**config.mk**
```make
export PLATFORM = sky130hd
export DESIGN_NAME = uart_rx_mmio_flat
export DESIGN_NICKNAME = d
export VERILOG_FILES = /design/src/rtl/uart_pkg.sv /design/src/rtl/uart_rx_mmio_if.sv /design/src/rtl/uart_rx_fifo.sv /design/src/rtl/uart_rx_mmio.sv /design/src/flat_wrapper.sv
export SDC_FILE = /design/constraint.sdc
export NUM_CORES = 1
export LEC_CHECK = 0
export ABC_AREA = 1
export CORE_MARGIN = 2
export CORE_UTILIZATION = 45
export CTS_CLUSTER_DIAMETER = 40
export DETAILED_ROUTE_END_ITERATION = 8
export PLACE_DENSITY_LB_ADDON = 0.1
export SLEW_MARGIN = 20
export SYNTH_ARGS = -nofsm -noshare
export SYNTH_HDL_FRONTEND = slang
export SYNTH_HIERARCHICAL = 1
export SYNTH_SLANG_ARGS = --single-unit
export TNS_END_PERCENT = 100
```
**constraint.sdc**
```tcl
create_clock -name clk -period 4 [get_ports clk]
set_clock_uncertainty 0.05 [all_clocks]
set_input_delay 0.8 -clock clk [delete_from_list [all_inputs] [get_ports clk]]
set_output_delay 0.8 -clock clk [all_outputs]
set_load 0.005 [all_outputs]
```
**src/rtl/uart_pkg.sv**
```systemverilog
// Shared definitions for the UART receive path: RX FSM encoding, MIO
// register addresses and status-register bit positions.
package uart_pkg;

    typedef enum logic [2:0] {
        RX_IDLE,
        RX_START,
        RX_DATA,
        RX_STOP,
        RX_WAIT_IDLE
    } rx_state_e;

    // MIO_BUS register map
    localparam logic [15:0] UART_RX_STAT = 16'hF008;
    localparam logic [15:0] UART_RX_DATA = 16'hF00C;

    // Status register layout at UART_RX_STAT
    localparam int STAT_VALID_BIT     = 0;
    localparam int STAT_OVERRUN_BIT   = 1;
    localparam int STAT_FRAME_ERR_BIT = 2;
    localparam int STAT_COUNT_LSB     = 4;
    localparam int STAT_COUNT_MSB     = 7;

endpackage

```
**src/rtl/uart_rx_mmio_if.sv**
```systemverilog
// MIO_BUS side of the UART receiver: pop/clear strobes from the bus and the
// FIFO head, occupancy and sticky error flags back to it.
interface uart_rx_mmio_if #(
    parameter int DEPTH = 8
);
    logic                     uart_re;
    logic                     err_clr;
    logic [7:0]               uart_rdata;
    logic                     uart_rx_valid;
    logic                     uart_overrun;
    logic                     uart_frame_err;
    logic [$clog2(DEPTH):0]   rx_count;

    // Bus decoder side
    modport master (
        output uart_re,
        output err_clr,
        input  uart_rdata,
        input  uart_rx_valid,
        input  uart_overrun,
        input  uart_frame_err,
        input  rx_count
    );

    // Receiver side
    modport slave (
        input  uart_re,
        input  err_clr,
        output uart_rdata,
        output uart_rx_valid,
        output uart_overrun,
        output uart_frame_err,
        output rx_count
    );
endinterface

```
**src/rtl/uart_rx_fifo.sv**
```systemverilog
// Synchronous receive FIFO with a show-ahead head. Occupancy counters are
// one bit wider than the address so full and empty are distinguishable.
module uart_rx_fifo #(
    parameter int DEPTH = 8
) (
    input  logic                   clk,
    input  logic                   rst,
    input  logic                   push_i,
    input  logic [7:0]             push_data_i,
    input  logic                   pop_i,
    output logic [7:0]             head_o,
    output logic                   full_o,
    output logic                   empty_o,
    output logic [$clog2(DEPTH):0] count_o
);
    localparam int AW = $clog2(DEPTH);

    logic [7:0]  mem_q [DEPTH];
    logic [AW:0] wr_cnt_q, wr_cnt_d;
    logic [AW:0] rd_cnt_q, rd_cnt_d;
    logic        pop_ok;
    logic        push_ok;

    assign count_o = wr_cnt_q - rd_cnt_q;
    assign empty_o = (count_o == '0);
    assign full_o  = (count_o == (AW+1)'(DEPTH));
    assign head_o  = empty_o ? 8'h00 : mem_q[rd_cnt_q[AW-1:0]];

    // Pop is ignored when empty; a push into a full FIFO only lands when a
    // pop frees the slot in the same cycle.
    always_comb begin
        pop_ok   = pop_i && !empty_o;
        push_ok  = push_i && (!full_o || pop_ok);
        wr_cnt_d = push_ok ? wr_cnt_q + (AW+1)'(1) : wr_cnt_q;
        rd_cnt_d = pop_ok  ? rd_cnt_q + (AW+1)'(1) : rd_cnt_q;
    end

    // Pointer registers
    always_ff @(posedge clk) begin
        if (rst) begin
            wr_cnt_q <= '0;
            rd_cnt_q <= '0;
        end else begin
            wr_cnt_q <= wr_cnt_d;
            rd_cnt_q <= rd_cnt_d;
        end
    end

    // Storage array write port
    // NOTE: the array has no reset; stale entries are never visible because
    // head_o is gated by empty_o, and leaving it unreset lets it map to RAM.
    always_ff @(posedge clk) begin
        if (push_ok) begin
            mem_q[wr_cnt_q[AW-1:0]] <= push_data_i;
        end
    end

endmodule

```
**src/rtl/uart_rx_mmio.sv**
```systemverilog
// 8N1 UART receiver feeding a show-ahead FIFO drained over MIO_BUS.
// The serial line is double-flopped; the FSM samples mid-bit using a
// per-bit clock counter started from the detected start edge.
module uart_rx_mmio
    import uart_pkg::*;
#(
    parameter int CLKS_PER_BIT = 868,
    parameter int DEPTH        = 8
) (
    input  logic           clk,
    input  logic           rst,
    input  logic           rx,
    uart_rx_mmio_if.slave  bus
);
    localparam int                CNT_W     = $clog2(CLKS_PER_BIT);
    localparam logic [CNT_W-1:0]  HALF_LAST = CNT_W'(CLKS_PER_BIT / 2 - 1);
    localparam logic [CNT_W-1:0]  BIT_LAST  = CNT_W'(CLKS_PER_BIT - 1);

    logic             rx_meta_q;
    logic             rx_s_q;
    rx_state_e        state_q,   state_d;
    logic [CNT_W-1:0] clk_cnt_q, clk_cnt_d;
    logic [2:0]       bit_idx_q, bit_idx_d;
    logic [7:0]       shift_q,   shift_d;
    logic             overrun_q, overrun_d;
    logic             frame_err_q, frame_err_d;
    logic             push;
    logic             frame_err_set;
    logic             overrun_set;
    logic             fifo_full;
    logic             fifo_empty;

    // Two-flop synchroniser; idles high so reset never looks like a start bit
    // NOTE: sequential blocks use non-blocking assignments so every flop
    // samples pre-edge values regardless of statement order.
    always_ff @(posedge clk) begin
        if (rst) begin
            rx_meta_q <= 1'b1;
            rx_s_q    <= 1'b1;
        end else begin
            rx_meta_q <= rx;
            rx_s_q    <= rx_meta_q;
        end
    end

    // FSM and datapath registers
    always_ff @(posedge clk) begin
        if (rst) begin
            state_q   <= RX_IDLE;
            clk_cnt_q <= '0;
            bit_idx_q <= '0;
            shift_q   <= '0;
        end else begin
            state_q   <= state_d;
            clk_cnt_q <= clk_cnt_d;
            bit_idx_q <= bit_idx_d;
            shift_q   <= shift_d;
        end
    end

    // Next-state logic: start validation, mid-bit sampling, stop check
    // NOTE: every signal gets a default before the case so no path can
    // leave it unassigned and infer a latch.
    always_comb begin
        state_d       = state_q;
        clk_cnt_d     = clk_cnt_q;
        bit_idx_d     = bit_idx_q;
        shift_d       = shift_q;
        push          = 1'b0;
        frame_err_set = 1'b0;

        unique case (state_q)
            RX_IDLE: begin
                if (!rx_s_q) begin
                    state_d   = RX_START;
                    clk_cnt_d = '0;
                end
            end
            RX_START: begin
                if (clk_cnt_q == HALF_LAST) begin
                    clk_cnt_d = '0;
                    if (!rx_s_q) begin
                        state_d   = RX_DATA;
                        bit_idx_d = '0;
                    end else begin
                        state_d = RX_IDLE;  // too short to be a start bit
                    end
                end else begin
                    clk_cnt_d = clk_cnt_q + CNT_W'(1);
                end
            end
            RX_DATA: begin
                if (clk_cnt_q == BIT_LAST) begin
                    clk_cnt_d          = '0;
                    shift_d[bit_idx_q] = rx_s_q;
                    if (bit_idx_q == 3'd7) begin
                        state_d = RX_STOP;
                    end else begin
                        bit_idx_d = bit_idx_q + 3'd1;
                    end
                end else begin
                    clk_cnt_d = clk_cnt_q + CNT_W'(1);
                end
            end
            RX_STOP: begin
                if (clk_cnt_q == BIT_LAST) begin
                    clk_cnt_d = '0;
                    if (rx_s_q) begin
                        push    = 1'b1;
                        state_d = RX_IDLE;
                    end else begin
                        frame_err_set = 1'b1;
                        state_d       = RX_WAIT_IDLE;
                    end
                end else begin
                    clk_cnt_d = clk_cnt_q + CNT_W'(1);
                end
            end
            RX_WAIT_IDLE: begin
                // A held-low line (break) must return high before re-arming
                if (rx_s_q) begin
                    state_d = RX_IDLE;
                end
            end
            default: state_d = RX_IDLE;
        endcase
    end

    // A simultaneous pop frees the slot, so only an unrelieved full drops
    assign overrun_set = push && fifo_full && !bus.uart_re;

    // Sticky error flags: clear on err_clr, but a same-cycle set wins
    always_comb begin
        overrun_d   = (bus.err_clr ? 1'b0 : overrun_q)   | overrun_set;
        frame_err_d = (bus.err_clr ? 1'b0 : frame_err_q) | frame_err_set;
    end

    // Error flag registers
    always_ff @(posedge clk) begin
        if (rst) begin
            overrun_q   <= 1'b0;
            frame_err_q <= 1'b0;
        end else begin
            overrun_q   <= overrun_d;
            frame_err_q <= frame_err_d;
        end
    end

    uart_rx_fifo #(
        .DEPTH (DEPTH)
    ) u_fifo (
        .clk         (clk),
        .rst         (rst),
        .push_i      (push),
        .push_data_i (shift_q),
        .pop_i       (bus.uart_re),
        .head_o      (bus.uart_rdata),
        .full_o      (fifo_full),
        .empty_o     (fifo_empty),
        .count_o     (bus.rx_count)
    );

    assign bus.uart_rx_valid  = !fifo_empty;
    assign bus.uart_overrun   = overrun_q;
    assign bus.uart_frame_err = frame_err_q;

endmodule

```
**src/flat_wrapper.sv**
```systemverilog
// flat-port wrapper written by rule: the top's interface ports become plain ports
module uart_rx_mmio_flat import uart_pkg::*;
#(
    parameter int CLKS_PER_BIT = 868,
    parameter int DEPTH        = 8
)
  (clk, rst, rx, bus_uart_re, bus_err_clr, bus_uart_rdata, bus_uart_rx_valid, bus_uart_overrun, bus_uart_frame_err, bus_rx_count);
  uart_rx_mmio_if #(.DEPTH(DEPTH)) bus_i ();
  input  logic clk;
  input  logic rst;
  input  logic rx;
  input wire logic [$bits(bus_i.uart_re)-1:0] bus_uart_re;
  input wire logic [$bits(bus_i.err_clr)-1:0] bus_err_clr;
  output wire logic [$bits(bus_i.uart_rdata)-1:0] bus_uart_rdata;
  output wire logic [$bits(bus_i.uart_rx_valid)-1:0] bus_uart_rx_valid;
  output wire logic [$bits(bus_i.uart_overrun)-1:0] bus_uart_overrun;
  output wire logic [$bits(bus_i.uart_frame_err)-1:0] bus_uart_frame_err;
  output wire logic [$bits(bus_i.rx_count)-1:0] bus_rx_count;
  assign bus_i.uart_re = bus_uart_re;
  assign bus_i.err_clr = bus_err_clr;
  assign bus_uart_rdata = bus_i.uart_rdata;
  assign bus_uart_rx_valid = bus_i.uart_rx_valid;
  assign bus_uart_overrun = bus_i.uart_overrun;
  assign bus_uart_frame_err = bus_i.uart_frame_err;
  assign bus_rx_count = bus_i.rx_count;
  uart_rx_mmio #(.CLKS_PER_BIT(CLKS_PER_BIT), .DEPTH(DEPTH)) u_core (.clk(clk), .rst(rst), .rx(rx), .bus(bus_i));
endmodule
```
* Word-level counts from Yosys, hierarchy flattened
Memories as Yosys holds them, arrays and structs flattened. A register that Yosys moved wholly into a read port is not among the register bits. Cells that the tools add are included.
Storage, ports and cells: register bits after elaboration 36, latch bits 0, memory bits (writable) 64, ROM bits 0, input bits 5, output and inout port bits 15, memories kept 1
Cells by class: add/sub/neg operators 5, multipliers 0, divide/modulo/power cells 0, $lt $le $gt $ge 2, eq/ne operators 16, shifts and indexed selects 0, muxes and demuxes 34, bitwise logic cells 2, reduce and logical (&&, ||, !) cells 18
Memories:
- u_core.u_fifo.mem_q | words 8, width 8, rd ports 1, clocked after Yosys merged registers in 1, wr ports 1, line uart_rx_fifo.sv:18 | logic [7:0] mem_q [DEPTH];
Operators by type and width (number):
- $mux W3 | 13
- $mux W10 | 3
- $pmux W10 S3 | 1
- $pmux W3 S5 | 1
- $mux W1 | 11
- $add A10 B1 Y10 const B | 1
- $eq A10 B10 Y1 const B | 1
- $eq A10 B9 Y1 const B | 1
- $ne A2 B1 Y1 const B | 5
- $add A4 B1 Y4 const B | 2
- $bwmux W8 | 1
- $mux W8 | 1
- $eq A3 B2 Y1 const B | 2
- $eq A3 B3 Y1 const B | 2
- $ne A2 B2 Y1 const B | 3
- $pmux W3 S2 | 1
- $reduce_and A6 Y1 | 1
- $logic_and A1 B1 Y1 | 5
- $reduce_and A5 Y1 | 1
- $eq A4 B4 Y1 const B | 1
- $logic_not A4 Y1 | 1
- $lt A3 B4 Y1 const B | 1
- $reduce_and A2 Y1 | 2
- $sub A4 B4 Y4 | 1
- 12 further kinds | 15

* Logic depth before layout (Yosys ltp)
depth in word-level cells 8, mapped depth 12, mapped depth without buffers 12

* By module
Netlist, hierarchy kept.
Modules (own cells, without submodules):
- uart_rx_fifo | instances 1, cells an instance 269, area an instance 3230.6 um^2, sequential area each 2142.1 um^2
- uart_rx_mmio | instances 1, cells an instance 222, area an instance 1522.7 um^2, sequential area each 560.5 um^2

* Least setup slack after synthesis
No wires, ideal clock.
kind flip-flop to output port, start point reg u_core.u_fifo.wr_cnt_q[0], end point out bus_uart_rdata[0], data arrival time 1871 ps, slack 1279 ps, cell stages (with the launch flop) 10, buffers on the path 0, cells stage by stage dfxtp_1 inv_1 ha_1 inv_1 fa_1 or2_4 nor2_4 nand3_4 inv_2 nor2_1
On the way: longest elaborated chain between the ends 3
RTL lines:
- start: declaration | line uart_rx_fifo.sv:19 | logic [AW:0] wr_cnt_q, wr_cnt_d;
- start signal: assignment | line uart_rx_fifo.sv:44 | wr_cnt_q <= wr_cnt_d;
- $sub A4 B4 Y4 | line uart_rx_fifo.sv:24 | assign count_o = wr_cnt_q - rd_cnt_q;
- named net bus_rx_count[1] | line flat_wrapper.sv:18 | output wire logic [$bits(bus_i.rx_count)-1:0] bus_rx_count;
- $logic_not A4 Y1 | line uart_rx_fifo.sv:25 | assign empty_o = (count_o == '0);
- named net u_core.fifo_empty | line uart_rx_mmio.sv:31 | logic fifo_empty;
- $mux W8 | line uart_rx_fifo.sv:27 | assign head_o = empty_o ? 8'h00 : mem_q[rd_cnt_q[AW-1:0]];
- end: declaration | line flat_wrapper.sv:14 | output wire logic [$bits(bus_i.uart_rdata)-1:0] bus_uart_rdata;
The timed path passes the listed nets, and every way through them passes these cells.

* Final worst setup path
start point reg u_core.u_fifo.wr_cnt_q[0], end point out bus_uart_rdata[2]
On the way: longest elaborated chain between the ends 3
RTL lines (line):
- $sub A4 B4 Y4 | uart_rx_fifo.sv:24
- $logic_not A4 Y1 | uart_rx_fifo.sv:25
- named net u_core.fifo_empty | uart_rx_mmio.sv:31
- $mux W8 | uart_rx_fifo.sv:27
The timed path passes the listed nets, and every way through them passes these cells.

==> metrics.cfg <==
[detailed_routing]
vias=3347
wl_met1_um=4390
met3WireLength_um=342
detail_route.vias_per_cell=5.13
wl_per_cell_um=14.1
drtIter0Drc=150
routed.top_layer=met4
drtAntennaViolNets=0
wl_met2_um=4460
firstDrtPassIters=4
routed_wl_um=9230
drc_errors=0

[timing]
post-route-period-util_pct=91.8
tightest_slew_ps=851
fin_crit_ps=3670
relSlewSlack_pct=43.1
setup_viol=0
finalHoldViolCount=0
fin_setup_tns_ps=0
rsz0062_at_grt=false
max_freq_mhz=272
layout_setup_ws_ps=328
report.final.slew_viol_count=0

[worst_hold_path]
min_path_type=flip-flop to flip-flop
holdPathEnd=u_core/rx_s_q
hold_path_depth=1
hp-start=u_core/rx_meta_q

[grt]
antenna_found_initial=0
track_usage_pct=17.6
grt_max_degree=31
grt_pass1_wl_um=15500
grt_pass1_vias=3140
overflow=0

[synthesis]
netlist_top_cells_count=nand2_1, edfxtp_1, nor2_1
synth_ff_type=edfxtp_1
synth_top_cell_by_area=edfxtp_1
synth_warnings=6
yosys.area_share.simple_pct=23.0
synth_edf_count=64
synth_mux_area_share_pct=1.90
mappedNetlistArea_um2=4750
synth_xor_area_share_pct=1.45
synth_area_leaders=edfxtp_1, dfxtp_1, nand2_1, a21oi_1, nor2_1
postSynthCellCount=491
ys_seq_elements=103
yosys.area_share.adder_pct=3.05
ys_async_sr_fraction_pct=0
yosysMostFrequentCell=nand2_1
synth_compound_area_share_pct=8.27
yosysSeqAreaShare_pct=56.9
synth_top_area_share_pct=40.4
synth_top_family_by_area=simple AND/OR/NAND/NOR gates
syn_nets=507
avgSynthCellArea_um2=9.68
synth.distinct_cells=39

[placement]
dpl.cell_count=637
portBuffers=19
dpl_worst_slack_ps=665
dp_hpwl_um=6540
place.gp.congestion=0.835

[layout]
layout.cells.non_filler=653
syn2layout_area_growth_pct=11.4
final_nets=528
n_antenna_cell=0
final_layout_size_suffix_gt1_share_pct=10.3
nFillCells=950

[cts]
clkTransAtPathRegs_ps=90
cts-root-buf=clkbuf_8
clockBufferDepth=2
post_cts_buffers=0
cts.htree.levels=3
clkLatencyLatePin_ps=350
cts_tree=yes
clock-sinks=103
numCtsBuffers=9
ctsResizeCount=0
holdBufCountCts=0

[critical_path]
rr_startpoint=u_core/u_fifo/wr_cnt_q[0]
worstSetupPathType=flip-flop to output port
reg2reg_slack_ps=1110
rr_worst_depth=11
arrival_ps=2820
worstReg2RegEnd=u_core/u_fifo/mem_q[6][6]
cp-end-kind=output port
required_ps=3150
worstPathMaxFanout=8
startpoint_type=flip-flop

[floorplan]
rows=37
ios=20
core_um2=10300
die_w_um=107
start_util_pct=46.3
die_h_um=107
die_area_um2=11400

[status]
status=completed

[power_and_ir_drop]
pwr_density_cell_nw_per_um2=402
peakVddDrop_uv=261
leakagePower_nw=2.08

[job]
max_cap_violations=0

-- critical path: stages, from the launching register on --
cell and delay, ps:
dfxtp_1 410, inv_1 100, ha_1 200, inv_1 90, fa_1 410, or2_4 270
nor2_4 180, nand3_4 130, inv_2 170, nor2_1 70, clkdlybuf4s50_1 450
-- state kept, by name, summed over array words and instances (netlist names), 3 cells and up, named ones only --
| register | flops |
|---|---|
| u_core/bit_idx_q | 3 |
| u_core/clk_cnt_q | 10 |
| u_core/shift_q | 8 |
| u_core/state_q | 3 |
| u_core/u_fifo/mem_q | 64 |
| u_core/u_fifo/rd_cnt_q | 4 |
| u_core/u_fifo/wr_cnt_q | 4 |
-- stage by stage --
stage | cell area [um2] | utilization [%] | hold WS, ps | power (mW)
6_report | 5300 | 51.5 | 367 | 2.13
5_1_grt | 5300 | 51.5 | 382 | 2.25
4_1_cts | 5300 | 51.5 | 370 | 2.15
3_5_place_dp | 5080 | 49.5 | 346 | 1.47
3_3_place_gp | 5080 | 49.5 | 346 | 1.47
2_1_floorplan | 4750 | - | 339 | 1.40
-- where the power goes --
group	switching (mW)	internal [mW]
combinational	0.192	0.0858
sequential	0.0314	1.14
clock	0.330	0.351
total	0.554	1.57
-- layout by cell type, fill, tap and decap left out, drive strengths merged, types with 2 or more instances in the layout --
cell type,instances
clkbuf,10
nor2,53
inv,49
o21ai,12
o22ai,2
nand3,34
nand3b,3
nand2,123
bufinv,2
dfxtp,39
buf,6
a32oi,14
mux2i,9
nand4,9
nor3,4
edfxtp,64
clkdlybuf4s50,19
or2,3
xor2,7
ha,10
a21oi,38
clkinv,4
-- cell type report --
| cell class | count | area, um2 | area share, % |
|---|---|---|---|
| Clock inverter | 6 | 85.1 | 1.61 |
| Tap cell | 136 | 170 | 3.21 |
| Multi-Input combinational cell | 324 | 1790 | 33.8 |
| Sequential cell | 103 | 2700 | 51.0 |
| Inverter | 49 | 184 | 3.47 |
| Timing Repair Buffer | 25 | 235 | 4.44 |
| Clock buffer | 10 | 128 | 2.41 |
-- cell families after synthesis --
| logic type | after synthesis |
|---|---|
| flops | 103 |
| buf+inv | 64 |
| fa+ha+maj | 11 |
| xor+xnor | 7 |
| simple gates | 231 |
| mux | 9 |
| compound gates | 66 |
-- per-layer routing --
metal / vias to the layer above / GRT usage, %
met4: 0 / 3.90
met3: 2 / 4.98
met1: 1577 / 23.4
li1: 1712 / -
met5: - / 0
met2: 56 / 28.7
-- worst max-delay path by stage --
stage                   endpoint                 startpoint  cells past startpoint  slack [ps]
2_1_floorplan  bus_uart_rdata[0]  u_core/u_fifo/wr_cnt_q[0]                      9        1280
3_3_place_gp   bus_uart_rdata[0]  u_core/u_fifo/wr_cnt_q[0]                     10         740
3_5_place_dp   bus_uart_rdata[2]  u_core/u_fifo/wr_cnt_q[0]                     10         670
4_1_cts        bus_uart_rdata[2]  u_core/u_fifo/wr_cnt_q[0]                     10         270
5_1_grt        bus_uart_rdata[2]  u_core/u_fifo/wr_cnt_q[0]                     10         110
6_report       bus_uart_rdata[2]  u_core/u_fifo/wr_cnt_q[0]                     10         330
Power figures use the tool's default switching activity.
